### src/rtl/regfile_bypass_sb.sv
// rtl/regfile_bypass_sb.sv - register file with dual write-back, same-cycle bypass and busy scoreboard
//
// Ports:
//   clk, rst_n           clock, asynchronous active-low reset
//   rd_addr / rd_data    NRD combinational read ports (packed, port i at i*AW / i*XLEN)
//   rd_busy              per-port busy flag of the addressed register
//   wr0_* / wr1_*        write-back ports (ALU / LSU); wr1 wins on an address clash
//   iss_en / iss_addr    mark a destination register busy
//   flush                clear all busy bits, contents untouched
//   any_busy             OR of the registered busy vector
module regfile_bypass_sb #(
    parameter int XLEN = 32,
    parameter int NREG = 32,
    parameter int NRD  = 2,
    parameter int AW   = $clog2(NREG)
) (
    input  logic                clk,
    input  logic                rst_n,
    input  logic [NRD*AW-1:0]   rd_addr,
    output logic [NRD*XLEN-1:0] rd_data,
    output logic [NRD-1:0]      rd_busy,
    input  logic                wr0_en,
    input  logic [AW-1:0]       wr0_addr,
    input  logic [XLEN-1:0]     wr0_data,
    input  logic                wr1_en,
    input  logic [AW-1:0]       wr1_addr,
    input  logic [XLEN-1:0]     wr1_data,
    input  logic                iss_en,
    input  logic [AW-1:0]       iss_addr,
    input  logic                flush,
    output logic                any_busy
);

    logic [XLEN-1:0] mem [NREG];
    logic [NREG-1:0] busy;

    // Write-back enables with the zero register filtered out.
    logic wr0_hit;
    logic wr1_hit;
    logic iss_hit;

    assign wr0_hit = wr0_en && (wr0_addr != '0);
    assign wr1_hit = wr1_en && (wr1_addr != '0);
    assign iss_hit = iss_en && (iss_addr != '0);

    always_ff @(posedge clk or negedge rst_n) begin
        if (!rst_n) begin
            for (int r = 0; r < NREG; r++) begin
                mem[r] <= '0;
            end
            busy <= '0;
        end else begin
            for (int r = 1; r < NREG; r++) begin
                if (wr1_hit && (wr1_addr == AW'(r))) begin
                    mem[r] <= wr1_data;
                end else if (wr0_hit && (wr0_addr == AW'(r))) begin
                    mem[r] <= wr0_data;
                end

                // A new producer issued in the same cycle as a retiring one
                // keeps the register busy; flush discards both.
                if (flush) begin
                    busy[r] <= 1'b0;
                end else if (iss_hit && (iss_addr == AW'(r))) begin
                    busy[r] <= 1'b1;
                end else if ((wr1_hit && (wr1_addr == AW'(r))) ||
                             (wr0_hit && (wr0_addr == AW'(r)))) begin
                    busy[r] <= 1'b0;
                end
            end
            busy[0] <= 1'b0;
        end
    end

    assign any_busy = |busy;

    for (genvar g = 0; g < NRD; g++) begin : g_rd
        logic [AW-1:0]   addr;
        logic [XLEN-1:0] data;
        logic            bsy;

        assign addr = rd_addr[g*AW +: AW];

        // Reads are forced to zero while reset is held so that pending
        // write-back inputs cannot leak through the bypass.
        always_comb begin
            data = '0;
            bsy  = 1'b0;
            if (!rst_n || (addr == '0)) begin
                data = '0;
                bsy  = 1'b0;
            end else if (wr1_en && (wr1_addr == addr)) begin
                data = wr1_data;
            end else if (wr0_en && (wr0_addr == addr)) begin
                data = wr0_data;
            end else begin
                data = mem[addr];
                bsy  = busy[addr];
            end
        end

        assign rd_data[g*XLEN +: XLEN] = data;
        assign rd_busy[g]              = bsy;
    end

endmodule

### config.mk
export PLATFORM = sky130hd
export DESIGN_NAME = regfile_bypass_sb
export DESIGN_NICKNAME = d
export VERILOG_FILES = /design/src/rtl/regfile_bypass_sb.sv
export SDC_FILE = /design/constraint.sdc
export NUM_CORES = 2
export LEC_CHECK = 0
export BUFFER_PORTS_ARGS = -buffer_cell sky130_fd_sc_hd__buf_2
export CAP_MARGIN = 20
export CORE_ASPECT_RATIO = 1.75
export CORE_UTILIZATION = 45
export CTS_BUF_LIST = sky130_fd_sc_hd__clkbuf_4 sky130_fd_sc_hd__clkbuf_8
export CTS_CLUSTER_DIAMETER = 150
export CTS_CLUSTER_SIZE = 16
export DETAILED_ROUTE_END_ITERATION = 6
export PLACE_DENSITY = 0.64
export SETUP_SLACK_MARGIN = 0.15
export SLEW_MARGIN = 40
export SYNTH_ARGS = -nofsm -noshare
export SYNTH_HDL_FRONTEND = slang
export SYNTH_SLANG_ARGS = --single-unit
### constraint.sdc
create_clock -name clk -period 2.4 [get_ports clk]
set_input_delay 0.24 -clock clk [delete_from_list [all_inputs] [get_ports clk]]
set_output_delay 0.24 -clock clk [all_outputs]
set_load 0.01 [all_outputs]
==> qor.yml <==
outcome: "complete, but fails checks"
failed_checks: "setup timing"
cp_max_fo: 4
htree_levels: 3
synth_cells: 6950
ys_types: 57
ys_async_sr_fraction: 1.00
clk_latency_ns: 0.84
area_growth_syn_to_layout_pct: 18.8
wl_um: 313000
final_max_slew_viol_count: 0
critical_path_required_ns: 2.16
slowest_stage: "mux4_2"
final_area_um2: 78300
r2r_start: "busy[15]$_DFFE_PN0P_"
grt_overflow: 0
grt_pass1_wl_um: 443000
final_cell_mix: "mux2i_1 (1241), dfrtp_1 (1023), nor2_1 (723)"
comb_power_share: 0.333
drive_gt1_frac: 0.233
setup_ws_ns: -0.653
place_hpwl_um: 209000
max_cap_viol_count: 0
gp_congestion: 1.03
cp-startpoint: "busy[24]$_DFFE_PN0P_"
die-area_um2: 148000
slew_headroom: 0.374
cts_buffers: 73
grt_max_degree: 145
synth_edf_count: 0
power_frac_seq: 0.489
min_period_ns: 3.05
final_core_util: 0.539
syn_nets: 7045
yosysWarnings: 32
instances_no_fill: 9091
drc: 0
route.vias.total: 62300
worstSetupPathType: "reg2out"
fmax_mhz: 328
hold_path_class: "in2reg"
rsz0062_at_grt: "yes"
leakage_nw: 34.3
ys_ff_latch: 1023
final_antenna_net_count: 0
ys.flop_type: "dfrtp_1"
holdWs_ns: 0.0342
path_cells: "mux4_2 > mux4_2 > mux2_4 > and3_4 > buf_6"
io_buffers: 161
setup_tns_ns: -30.55
finalHoldViolations: 0
critPathMostFrequentCell: "mux4_2"
rr_worst_depth: 4
dpl_worst_slack_ns: -0.668
final_common_cell: "mux2i_1"
grt.total_usage: 0.417
skew_ns: 0
routedWlPerCell_um: 34.5
die_y_um: 508
p_per_area_nw_per_um2: 658
clockBufferDepth: 3
cts.clk_slew.worst_paths_ns: 0.12
timing.final.crit_share: 1.27
cp-end-kind: "output pin"
io_pins: 162
initial_utilization: 0.454
clock-sinks: 1023
tightest_slew_ns: 0.936
fp-row-count: 185
cts_tree: "done"
drtIter0Drc: 8230
fin_nets: 7294
viasPerCell: 6.86
synth_area_per_cell_um2: 9.49
crit_end: "rd_busy[1]"
cp.arrival_ns: 2.81
fp.dieW_um: 291
postPlaceCellArea_um2: 74100
r2r_end: "busy[15]$_DFFE_PN0P_"
p_int_mw: 32.9
clockRootBuffer: "clkbuf_8"
fillerInstances: 12900
synth_seq_area_share: 0.388
rrSetupSlack_ns: 0.97
syn_area_um2: 65900
worstSetupStartpointType: "register"
grt_pass1_vias: 61900
setup_viol: 67
antenna_found_initial: 16
placed_cells: 8846
vdd_drop_max_mv: 0.452
total_power_mw: 51.5
max_stage_delay_ns: 0.49
clkPwrFrac: 0.178
coreArea_um2: 145000
switching_power_mw: 18.6
first_pass_iters: 6
switching_share: 0.360
[routing by layer]
layer / global-route usage / part of all wire / vias to the layer above
met3: 0.109 / 0.12 / 1698
met5: 0 / 0.00014 / -
li1: - / - / 25500
met1: 0.480 / 0.33 / 30500
met2: 0.642 / 0.44 / 4600
met4: 0.373 / 0.11 / 8
[synth_stat cells, types with 6 or more instances]
library cell  number  share of area
a21o_1             7        0.00080
a21oi_1          663          0.050
a221oi_1          62         0.0082
a22oi_1           76         0.0087
a31oi_1           33         0.0031
a41oi_1           32         0.0042
and2_1             6        0.00057
and3_1             6        0.00057
buf_1            114         0.0065
buf_2            172          0.013
buf_4             20         0.0023
clkbuf_1         537          0.031
dfrtp_1         1023           0.39
inv_1             34         0.0019
mux2_2           130          0.022
mux2i_1         1273           0.19
mux4_2           248          0.085
nand2_1          673          0.038
nand2b_1          11         0.0010
nand3_1           10        0.00076
nand3b_1          41         0.0047
nor2_1           746          0.042
nor2b_1           16         0.0015
nor4_1            42         0.0040
o211ai_1           6        0.00068
o21ai_0          638          0.048
o221ai_1          63         0.0084
o22a_1            32         0.0042
o22ai_1           94         0.0089
o311ai_0          31         0.0041
o31ai_1           31         0.0035
or2_2              9        0.00085
xnor2_1            8         0.0011
xor2_1            12         0.0016
[how the worst min path moves through the flow]
stage	start	to	slack [ns]	cells after the start
after CTS	wr0_data[14]	mem[686]$_DFFE_PN0P_	0.01	4
after detailed placement	rst_n	mem[871]$_DFFE_PN0P_	0.33	2
after floorplan	rst_n	busy[10]$_DFFE_PN0P_	-0.06	0
final	wr0_data[25]	mem[729]$_DFFE_PN0P_	0.03	4
after global routing	wr0_data[19]	mem[275]$_DFFE_PN0P_	0.04	4
after global placement	rst_n	mem[199]$_DFFE_PN0P_	0.33	2
[state kept, by name (all words and copies together) (netlist names)]
signal	flops
mem	992
busy	31
[critical path: cells and delay by family (launching register included)]
kind | cells | cell delay [ns]
simple gates | 1 | 0.18
flops | 1 | 0.44
mux | 3 | 1.23
buf+inv | 1 | 0.11
[power by group through the flow]
stage	clock (mW)	sequential, mW	combinational [mW]
final	9.17	25.2	17.2
after global routing	9.63	25.7	18.4
after CTS	9.18	25.1	16.5
after detailed placement	0	25.5	15.2
after global placement	0	25.1	14.7
after floorplan	0	24.2	10.3
[what timing repair did]
item,CTS,global route
hold endpoints to repair,1224,0
pin swaps,65,28
buffers inserted,56,20
endpoints found under the setup margin,67,67
hold buffers,69,0
gates resized for setup,277,82
[kinds of logic after synthesis]
group           Yosys count  share of synthesized area
compound gates         1787                      0.156
mux                    1651                      0.300
simple gates           1591                     0.0984
flops                  1023                      0.388
buf+inv                 878                     0.0545
xor+xnor                 20                    0.00266
[final cells by class]
cell class,count,area (um2),area share
diodes,18,45.0,0.000575
clock buffers,77,1050,0.0135
clock inverters,2,16.3,0.000208
inverters,34,128,0.00163
multi-input cells,5049,38700,0.494
flip-flops and latches,1023,25600,0.327
well taps,1870,2340,0.0299
repair buffers,1018,10400,0.133
Note: power is estimated with default switching activity, not from simulation.
